File: config.mk
export PLATFORM = sky130hd
export DESIGN_NAME = ar_breakpoint_engine_flat
export DESIGN_NICKNAME = d
export VERILOG_FILES = /design/src/rtl/ar_breakpoint_engine_if.sv /design/src/rtl/ar_breakpoint_engine.sv /design/src/flat_wrapper.sv
export SDC_FILE = /design/constraint.sdc
export NUM_CORES = 1
export LEC_CHECK = 0
export ABC_AREA = 1
export CORE_MARGIN = 3
export CORE_UTILIZATION = 50
export DETAILED_ROUTE_END_ITERATION = 10
export GPL_TIMING_DRIVEN = 1
export HOLD_SLACK_MARGIN = 0.06
export PLACE_DENSITY = 0.65
export SETUP_SLACK_MARGIN = 0.5
export SLEW_MARGIN = 20
export SYNTH_ARGS = -nofsm -noshare
export SYNTH_HDL_FRONTEND = slang
export SYNTH_SLANG_ARGS = --single-unit
File: constraint.sdc
create_clock -name clk -period 8.6 [get_ports clk]
set_input_delay 1.72 -clock clk [delete_from_list [all_inputs] [get_ports clk]]
set_output_delay 1.72 -clock clk [all_outputs]
set_load 0.05 [all_outputs]
File: src/rtl/ar_breakpoint_engine_if.sv
// CPU-side bus seen by the breakpoint engine: access strobes, register window, trigger outputs.
interface ar_breakpoint_engine_if;
    logic [23:1] cpuaddress;
    logic        cpurd;
    logic        cpuhwr;
    logic        cpulwr;
    logic        dma;
    logic        boot;
    logic        reg_sel;
    logic [7:1]  reg_adr;
    logic        reg_wr;
    logic [15:0] datain;
    logic [15:0] dataout;
    logic        int7;
    logic        frozen;
    logic [2:0]  hit_id;

    modport master (
        output cpuaddress, cpurd, cpuhwr, cpulwr, dma, boot,
        output reg_sel, reg_adr, reg_wr, datain,
        input  dataout, int7, frozen, hit_id
    );

    modport slave (
        input  cpuaddress, cpurd, cpuhwr, cpulwr, dma, boot,
        input  reg_sel, reg_adr, reg_wr, datain,
        output dataout, int7, frozen, hit_id
    );
endinterface

File: src/rtl/ar_breakpoint_engine.sv
// Address breakpoint channels with pass counters driving the INT7 freeze handshake and re-arm FSM.
// Trigger reaches int7 one clock after the qualifying access edge; register reads are combinational.
module ar_breakpoint_engine #(
    parameter int NUM_BP = 4,
    parameter int CNT_W  = 8
) (
    input  logic                   clk,
    input  logic                   reset,
    ar_breakpoint_engine_if.slave  bus
);

    typedef enum logic [2:0] {
        ST_IDLE    = 3'd0,
        ST_ARMED   = 3'd1,
        ST_PENDING = 3'd2,
        ST_FROZEN  = 3'd3,
        ST_REARM   = 3'd4
    } state_t;

    state_t            r_state;
    state_t            w_state_nxt;

    logic [23:1]       r_adr    [NUM_BP];
    logic [CNT_W-1:0]  r_reload [NUM_BP];
    logic [CNT_W-1:0]  r_count  [NUM_BP];
    logic [NUM_BP-1:0] r_en;
    logic [NUM_BP-1:0] r_rd;
    logic [NUM_BP-1:0] r_wr;
    logic [NUM_BP-1:0] r_once;
    logic              r_arm;
    logic [2:0]        r_hit_id;
    logic              r_strobe_d;

    logic              w_strobe;
    logic              w_qual;
    logic              w_ack;
    logic              w_cart;
    logic              w_reg_wr;
    logic              w_status_wr;
    logic              w_arm_wr;
    logic [2:0]        w_ch;
    logic [2:0]        w_reg;
    logic [5:0]        w_glob_idx;
    logic [NUM_BP-1:0] w_match;
    logic [NUM_BP-1:0] w_fire;
    logic              w_any_fire;
    logic [2:0]        w_fire_id;
    logic [15:0]       w_rdata;

    // Accesses count once per strobe assertion, and never for DMA, bootloader or register traffic.
    assign w_strobe    = bus.cpurd | bus.cpuhwr | bus.cpulwr;
    assign w_qual      = w_strobe & ~r_strobe_d & ~bus.dma & ~bus.boot & ~bus.reg_sel;
    assign w_ack       = (bus.cpuaddress == 23'h7FFFFF) & bus.cpurd;
    assign w_cart      = (bus.cpuaddress[23:19] == 5'b01000);

    assign w_ch        = bus.reg_adr[6:4];
    assign w_reg       = bus.reg_adr[3:1];
    assign w_glob_idx  = bus.reg_adr[6:1];
    assign w_reg_wr    = bus.reg_sel & bus.reg_wr;
    assign w_status_wr = w_reg_wr &  bus.reg_adr[7] & (w_glob_idx == 6'd0);
    assign w_arm_wr    = w_reg_wr &  bus.reg_adr[7] & (w_glob_idx == 6'd1);

    always_comb begin
        w_match = '0;
        w_fire  = '0;
        for (int i = 0; i < NUM_BP; i++) begin
            w_match[i] = (r_state == ST_ARMED) && w_qual && r_en[i] &&
                         (r_adr[i] == bus.cpuaddress) &&
                         ((bus.cpurd && r_rd[i]) || ((bus.cpuhwr || bus.cpulwr) && r_wr[i]));
            w_fire[i]  = w_match[i] && (r_count[i] == '0);
        end
    end

    // Descending scan so the lowest firing channel is reported.
    always_comb begin
        w_fire_id = '0;
        for (int i = NUM_BP - 1; i >= 0; i--) begin
            if (w_fire[i]) begin
                w_fire_id = 3'(i);
            end
        end
    end

    assign w_any_fire = |w_fire;

    always_ff @(posedge clk) begin
        if (reset) begin
            r_state <= ST_IDLE;
        end else begin
            r_state <= w_state_nxt;
        end
    end

    always_comb begin
        w_state_nxt = r_state;
        case (r_state)
            ST_IDLE: begin
                if (r_arm) begin
                    w_state_nxt = ST_ARMED;
                end
            end
            ST_ARMED: begin
                if (w_any_fire) begin
                    w_state_nxt = ST_PENDING;
                end else if (!r_arm) begin
                    w_state_nxt = ST_IDLE;
                end
            end
            ST_PENDING: begin
                if (w_ack) begin
                    w_state_nxt = ST_FROZEN;
                end
            end
            ST_FROZEN: begin
                if (w_status_wr) begin
                    w_state_nxt = ST_REARM;
                end
            end
            ST_REARM: begin
                // Swallow the first non-cartridge access: the return into the breakpointed instruction.
                if (w_qual && !w_cart) begin
                    w_state_nxt = r_arm ? ST_ARMED : ST_IDLE;
                end
            end
            default: begin
                w_state_nxt = ST_IDLE;
            end
        endcase
    end

    always_ff @(posedge clk) begin
        if (reset) begin
            r_arm      <= 1'b0;
            r_hit_id   <= '0;
            r_strobe_d <= 1'b0;
        end else begin
            r_strobe_d <= w_strobe;
            if (w_arm_wr) begin
                r_arm <= bus.datain[0];
            end
            if (w_any_fire) begin
                r_hit_id <= w_fire_id;
            end
        end
    end

    // Register writes come after the counter update so a write always wins on the same edge.
    always_ff @(posedge clk) begin
        if (reset) begin
            r_en   <= '0;
            r_rd   <= '0;
            r_wr   <= '0;
            r_once <= '0;
            for (int i = 0; i < NUM_BP; i++) begin
                r_adr[i]    <= '0;
                r_reload[i] <= '0;
                r_count[i]  <= '0;
            end
        end else begin
            for (int i = 0; i < NUM_BP; i++) begin
                if (w_match[i]) begin
                    if (w_fire[i]) begin
                        r_count[i] <= r_reload[i];
                        if (r_once[i]) begin
                            r_en[i] <= 1'b0;
                        end
                    end else begin
                        r_count[i] <= r_count[i] - CNT_W'(1);
                    end
                end
                if (w_reg_wr && !bus.reg_adr[7] && (w_ch == 3'(i))) begin
                    case (w_reg)
                        3'd0: r_adr[i][23:16] <= bus.datain[7:0];
                        3'd1: r_adr[i][15:1]  <= bus.datain[15:1];
                        3'd2: begin
                            r_en[i]   <= bus.datain[0];
                            r_rd[i]   <= bus.datain[1];
                            r_wr[i]   <= bus.datain[2];
                            r_once[i] <= bus.datain[3];
                        end
                        3'd3: begin
                            r_reload[i] <= bus.datain[CNT_W-1:0];
                            r_count[i]  <= bus.datain[CNT_W-1:0];
                        end
                        default: begin
                        end
                    endcase
                end
            end
        end
    end

    always_comb begin
        w_rdata = '0;
        if (bus.reg_adr[7]) begin
            if (w_glob_idx == 6'd0) begin
                w_rdata = {9'd0, r_hit_id, 1'b0, 3'(r_state)};
            end else if (w_glob_idx == 6'd1) begin
                w_rdata = {15'd0, r_arm};
            end
        end else begin
            for (int i = 0; i < NUM_BP; i++) begin
                if (w_ch == 3'(i)) begin
                    case (w_reg)
                        3'd0: w_rdata = {8'd0, r_adr[i][23:16]};
                        3'd1: w_rdata = {r_adr[i][15:1], 1'b0};
                        3'd2: w_rdata = {12'd0, r_once[i], r_wr[i], r_rd[i], r_en[i]};
                        3'd3: w_rdata[CNT_W-1:0] = r_reload[i];
                        3'd4: w_rdata[CNT_W-1:0] = r_count[i];
                        default: begin
                        end
                    endcase
                end
            end
        end
    end

    assign bus.dataout = (bus.reg_sel && bus.cpurd) ? w_rdata : 16'd0;
    assign bus.int7    = (r_state == ST_PENDING);
    assign bus.frozen  = (r_state == ST_FROZEN);
    assign bus.hit_id  = r_hit_id;

endmodule

File: src/flat_wrapper.sv
// flat-port wrapper written by rule: the top's interface ports become plain ports
module ar_breakpoint_engine_flat 
#(
    parameter int NUM_BP = 4,
    parameter int CNT_W  = 8
)
  (clk, reset, bus_cpuaddress, bus_cpurd, bus_cpuhwr, bus_cpulwr, bus_dma, bus_boot, bus_reg_sel, bus_reg_adr, bus_reg_wr, bus_datain, bus_dataout, bus_int7, bus_frozen, bus_hit_id);
  ar_breakpoint_engine_if bus_i ();
  input  logic clk;
  input  logic reset;
  input wire logic [$bits(bus_i.cpuaddress)-1:0] bus_cpuaddress;
  input wire logic [$bits(bus_i.cpurd)-1:0] bus_cpurd;
  input wire logic [$bits(bus_i.cpuhwr)-1:0] bus_cpuhwr;
  input wire logic [$bits(bus_i.cpulwr)-1:0] bus_cpulwr;
  input wire logic [$bits(bus_i.dma)-1:0] bus_dma;
  input wire logic [$bits(bus_i.boot)-1:0] bus_boot;
  input wire logic [$bits(bus_i.reg_sel)-1:0] bus_reg_sel;
  input wire logic [$bits(bus_i.reg_adr)-1:0] bus_reg_adr;
  input wire logic [$bits(bus_i.reg_wr)-1:0] bus_reg_wr;
  input wire logic [$bits(bus_i.datain)-1:0] bus_datain;
  output wire logic [$bits(bus_i.dataout)-1:0] bus_dataout;
  output wire logic [$bits(bus_i.int7)-1:0] bus_int7;
  output wire logic [$bits(bus_i.frozen)-1:0] bus_frozen;
  output wire logic [$bits(bus_i.hit_id)-1:0] bus_hit_id;
  assign bus_i.cpuaddress = bus_cpuaddress;
  assign bus_i.cpurd = bus_cpurd;
  assign bus_i.cpuhwr = bus_cpuhwr;
  assign bus_i.cpulwr = bus_cpulwr;
  assign bus_i.dma = bus_dma;
  assign bus_i.boot = bus_boot;
  assign bus_i.reg_sel = bus_reg_sel;
  assign bus_i.reg_adr = bus_reg_adr;
  assign bus_i.reg_wr = bus_reg_wr;
  assign bus_i.datain = bus_datain;
  assign bus_dataout = bus_i.dataout;
  assign bus_int7 = bus_i.int7;
  assign bus_frozen = bus_i.frozen;
  assign bus_hit_id = bus_i.hit_id;
  ar_breakpoint_engine #(.NUM_BP(NUM_BP), .CNT_W(CNT_W)) u_core (.clk(clk), .reset(reset), .bus(bus_i));
endmodule
# Word level (Yosys, flattened, before mapping)
# Memories as Yosys holds them, arrays and structs flattened.
# Cells that the tools add are included.
[word_totals]
ff_bits = 24
ramBits = 156
output_inout_bits = 21
word_cells = 285
n_memories = 3
[classes]
addsub = 4
n_eq_ne = 23
mux = 145
bitwise = 39
reduce_logical = 54
[memory_table]
columns = ["memory", "words", "word_bits", "rd", "rd_clocked_by_memory_dff", "write_ports", "line", "rtl"]
rows = [
  ["u_core.r_adr", 4, 23, 4, 0, 4, "ar_breakpoint_engine.sv:23", "logic [23:1] r_adr [NUM_BP];"],
  ["u_core.r_count", 4, 8, 4, 0, 4, "ar_breakpoint_engine.sv:25", "logic [CNT_W-1:0] r_count [NUM_BP];"],
  ["u_core.r_reload", 4, 8, 4, 0, 4, "ar_breakpoint_engine.sv:24", "logic [CNT_W-1:0] r_reload [NUM_BP];"],
]
[op_table]
columns = ["operator", "n"]
rows = [
  ["$mux W8", 21],
  ["$pmux W8 S5", 4],
  ["$mux W16", 7],
  ["$mux W1", 95],
  ["$eq A23 B23 Y1", 4],
  ["$mux W15", 4],
  ["$pmux W8 S2", 3],
  ["$logic_and A1 B1 Y1", 32],
  ["$logic_not A8 Y1", 4],
  ["$sub A8 B1 Y8 const B", 4],
  ["$or A1 B1 Y1", 26],
  ["$eq A23 B23 Y1 const B", 1],
  ["$eq A3 B2 Y1 const B", 6],
  ["$mux W3", 6],
  ["$pmux W3 S5", 1],
  ["$and A1 B1 Y1", 9],
  ["$eq A3 B1 Y1 const B", 3],
  ["$logic_not A3 Y1", 3],
  ["$mux W2", 4],
  ["$ne A2 B1 Y1 const B", 4],
  ["$reduce_and A2 Y1", 4],
  ["$eq A3 B3 Y1 const B", 2],
  ["$eq A6 B1 Y1 const B", 1],
  ["$logic_not A6 Y1", 1],
  ["8 further kinds", 16],
]

# Longest topological paths before layout
[logic_depth]
word_depth = 18
ltp_mapped = 17

# Worst setup path before layout
# OpenSTA, ideal clock, no wires.
[synth_timing]
kind = "input-to-output"
startpoint = "input port bus_reg_adr[3]"
endpoint = "output port bus_dataout[3]"
arrival_time_ns = 3.444
t_required_ns = 6.880
slack_ns = 3.436
path_stages = 10
n_path_buf = 1
path_cell_list = "nor2_1 > nand2_1 > inv_1 > clkbuf_1 > o21ai_0 > nand3_1 > nand2_1 > nand2_1 > nand2_1 > a21oi_1"
[synth_via]
elab_chain_len = 10
[synth_rtl]
columns = ["item", "line", "rtl"]
rows = [
  ["start, declared", "flat_wrapper.sv:18", "input wire logic [$bits(bus_i.reg_adr)-1:0] bus_reg_adr;"],
  ["$logic_not A3 Y1", "ar_breakpoint_engine.sv:203", "if (w_ch == 3'(i)) begin"],
  ["$mux W16", "ar_breakpoint_engine.sv:203", ""],
  ["$pmux W8 S5", "ar_breakpoint_engine.sv:204", "case (w_reg)"],
  ["$mux W16", "ar_breakpoint_engine.sv:203", ""],
  ["$pmux W8 S5", "ar_breakpoint_engine.sv:204", ""],
  ["$mux W16", "ar_breakpoint_engine.sv:203", ""],
  ["$pmux W8 S5", "ar_breakpoint_engine.sv:204", ""],
  ["$mux W16 (*)", "ar_breakpoint_engine.sv:203", ""],
  ["$mux W16 (*)", "ar_breakpoint_engine.sv:195", "if (bus.reg_adr[7]) begin"],
  ["$mux W16 (*)", "ar_breakpoint_engine.sv:218", "assign bus.dataout = (bus.reg_sel && bus.cpurd) ? w_rdata : 16'd0;"],
  ["end, declared", "flat_wrapper.sv:21", "output wire logic [$bits(bus_i.dataout)-1:0] bus_dataout;"],
]
# Mark *: on every way between the ends. The rest lies on a longest branch, timed or not.

# Worst setup path in the final report
[layout_timing]
startpoint = "input port bus_reg_adr[1]"
endpoint = "output port bus_dataout[7]"
[layout_via]
elab_chain_len = 11
[layout_rtl]
columns = ["item", "line"]
rows = [
  ["$eq A3 B3 Y1, or another cell as far along", "ar_breakpoint_engine.sv:204"],
  ["$pmux W8 S5", "ar_breakpoint_engine.sv:204"],
  ["$mux W16", "ar_breakpoint_engine.sv:203"],
  ["$pmux W8 S5", "ar_breakpoint_engine.sv:204"],
  ["$mux W16", "ar_breakpoint_engine.sv:203"],
  ["$pmux W8 S5", "ar_breakpoint_engine.sv:204"],
  ["$mux W16", "ar_breakpoint_engine.sv:203"],
  ["$pmux W8 S5", "ar_breakpoint_engine.sv:204"],
  ["$mux W16 (*)", "ar_breakpoint_engine.sv:203"],
  ["$mux W16 (*)", "ar_breakpoint_engine.sv:195"],
  ["$mux W16 (*)", "ar_breakpoint_engine.sv:218"],
]
# Marks and branches as above.

==> reports/qor.txt <==
Outcome: finished, final reports clean
Largest net degree at the start of global routing: 25
DRT antenna net count: 0
Commonest non-fill, non-tap cell in the layout: nand2_1
Net Sw Power: 0.692 mW
Clk_skew: 13.3 ps
I/O pins: 76
Insertion delay to the later sink of the worst-skew pair: 440 ps
Die width: 159 µm
Number of synthesized flops with an enable pin: 156
First-pass GRT wire length: 67100 µm
Setup tns final: 0 ps
CP endpoint kind: primary output
Clk pwr share: 0.368
Layout cells sized above 1: 0.0685
Initial antenna violation count: 0
Period utilization: 0.792
Synth-to-Final Area Change: 13.1%
RePlAce Congestion: 1.07
Actual slew at the worst max-slew pin: 1100 ps
Initial cell density of the core: 0.514
Worst Setup Start Kind: input port
Synthesized Nets: 1633
Design area: 13300 µm²
Pins over their slew limit: 0
Sequential share of the synthesized area: 0.438
Core ar.: 22800 µm²
Num Clock Sinks: 179
Clock-pin slew on the worst setup and hold paths: 70 ps
Syn_area_per_cell: 7.46 µm²
CTS Hold Buffers Added: 0
Cts bufs inserted: 17
Worst hold slack: 507 ps
RSZ-0062 raised after global routing: false
Slew margin rel.: 0.266
Die Footprint: 25400 µm²
CTS tree: yes
Asr flop ratio synth: 0
Vias: 11500
Drt via density: 5.92
Post-DP Area: 12700 µm²
Final #Nets: 1681
Most frequent cells in the layout: 372 x nand2_1, 249 x nor2_1, 225 x inv_1
N_diodes: 0
Critical path data required time: 6880 ps
Vias in the first global route: 11000
Peak Freq: 0.147 GHz
HP Class: reg -> reg
Num rows: 55
Final-report hold violation count: 0
All-Layer GR Usage: 0.350
Post-CTS sizing: 0
Internal Power: 1.51 mW
Congestion Overflow GR: 0
Syn. warnings: 0
DRT iter0 DRCs: 1762
Wirelength, routed: 45200 µm
Synth Flop Type: edfxtp_1
Cell Pwr Density: 166 nW/µm²
Synthesized area: 11700 µm²
Comb power frac: 0.165
Crit Path Category: in -> out
Peak supply drop: 0.127 mV
Clock buffer depth: 2
Switching Fraction: 0.314
DRC violations left: 0
Post-CTS setup buffer count: 0
# port buffers: 74
Count of cell types in the netlist: 56
Max Fanout on Critical Path: 23
Die Y: 159 µm
P_leak: 5.51 nW
Clk root buf: clkbuf_16
Tmin final: 6810 ps
Synth Instances: 1574
H-Tree Depth: 4
Endpoints failing setup: 0
Post-DP HPWL: 34400 µm
Sequential share of power: 0.467
Routed WL per cell: 23.2 µm
Final setup margin: 1790 ps
Drt first pass iters: 5
Yosys reg bits: 179
CP arrival: 5090 ps
Max capacitance violation total: 0
Pre-CTS setup slack: 1940 ps
[area by class of cell]
class | instances | area [µm²]
Fill cell | 2182 | 9560
Multi-Input combinational cell | 1092 | 5420
Sequential cell | 179 | 5140
Inverter | 251 | 942
Timing Repair Buffer | 81 | 793
Clock buffer | 17 | 425
Tap cell | 313 | 392
Clock inverter | 15 | 169
[power groups by stage]
stage	clock network, mW	registers, mW	logic (mW)
2_1_floorplan	0	1.03	0.229
3_3_place_gp	0	1.05	0.350
3_5_place_dp	0	1.05	0.352
4_1_cts	0.807	1.03	0.354
5_1_grt	0.844	1.03	0.390
6_report	0.811	1.03	0.364
[worst paths after layout]
check                                             end  slack, ps  cells after the start                  from
worst max-delay path                   bus_dataout[7]       1790                     11        bus_reg_adr[1]
worst min-delay path             u_core.bus.hit_id[0]        510                      2  u_core.bus.hit_id[0]
worst max register to register  u_core.r_count[0][18]       6210                      9    u_core.r_adr[2][6]
worst min register to register   u_core.bus.hit_id[0]        510                      2  u_core.bus.hit_id[0]
[per-layer routing]
metal / track usage / vias to the layer above / part of all wire
li1: - / 5265 / -
met4: 0.160 / 0 / 0.054
met2: 0.540 / 787 / 0.44
met3: 0.0684 / 142 / 0.12
met1: 0.481 / 5333 / 0.39
met5: 0 / - / 0
[synthesized netlist by cell type (2+ instances only)]
cell type | n | share of area
o22ai_1 | 22 | 0.012
a31oi_1 | 5 | 0.0027
o211ai_1 | 18 | 0.012
edfxtp_1 | 156 | 0.40
nand3b_1 | 6 | 0.0038
dfxtp_1 | 23 | 0.039
nor2_1 | 249 | 0.080
nor4_2 | 2 | 0.0021
nand3_2 | 4 | 0.0034
nand4_1 | 33 | 0.018
buf_2 | 25 | 0.011
and3_1 | 5 | 0.0027
buf_4 | 4 | 0.0026
clkinv_1 | 3 | 0.00096
a21boi_0 | 5 | 0.0032
inv_1 | 225 | 0.072
a32oi_1 | 2 | 0.0015
nand2_1 | 372 | 0.12
clkbuf_1 | 21 | 0.0067
ha_1 | 4 | 0.0043
nor4_1 | 4 | 0.0021
nor4_4 | 2 | 0.0036
xnor2_1 | 27 | 0.020
o21ai_0 | 87 | 0.037
o31ai_1 | 2 | 0.0013
nand3_1 | 60 | 0.026
nor2_2 | 19 | 0.010
o2111ai_1 | 7 | 0.0052
o21ai_1 | 6 | 0.0026
a21oi_1 | 60 | 0.026
inv_2 | 23 | 0.0073
nor3_4 | 3 | 0.0042
nor3_1 | 15 | 0.0064
a221oi_1 | 13 | 0.0097
xor2_1 | 21 | 0.016
nand2_2 | 11 | 0.0059
nor2_4 | 3 | 0.0029
o221ai_1 | 6 | 0.0045
a211oi_1 | 4 | 0.0026
[worst max-delay path, stage by stage]
cell and delay, ps:
clkdlybuf4s50_1 520, nor2_2 250, nand2_2 370, inv_2 420, nand2_1 90, o21ai_0 80, o21ai_0 140, o211ai_1 210
o21ai_0 150, a21oi_1 260, clkdlybuf4s50_1 860
[cells by family (layout without fill, tap and decap cells)]
kind of cell	after synthesis	in the layout	share of synthesized area
other	1	1	0.000319
buffers and inverters	303	364	0.101
flip-flops	179	179	0.438
adder cells (fa/ha/maj)	4	4	0.00426
AND/OR/NAND/NOR	795	795	0.296
XOR/XNOR	49	49	0.0372
AO/OA/AOI/OAI	243	243	0.124
[state kept, by name (all words and copies together), names as in the netlist, 3 cells and up]
| register | flops |
|---|---|
| u_core.r_en | 4 |
| u_core.r_count | 32 |
| u_core.r_wr | 4 |
| u_core.r_once | 4 |
| u_core.r_adr | 92 |
| u_core.r_reload | 32 |
| u_core.r_state | 3 |
| u_core.r_rd | 4 |
[metrics by stage]
stage	utilization	power, mW	instances
global placement	0.556	1.40	1916
floorplan	-	1.26	1574
global route	0.582	2.27	1948
CTS	0.582	2.19	1948
finish	0.582	2.20	1948
detailed placement	0.556	1.40	1916
(Power assumes the default switching activity.)
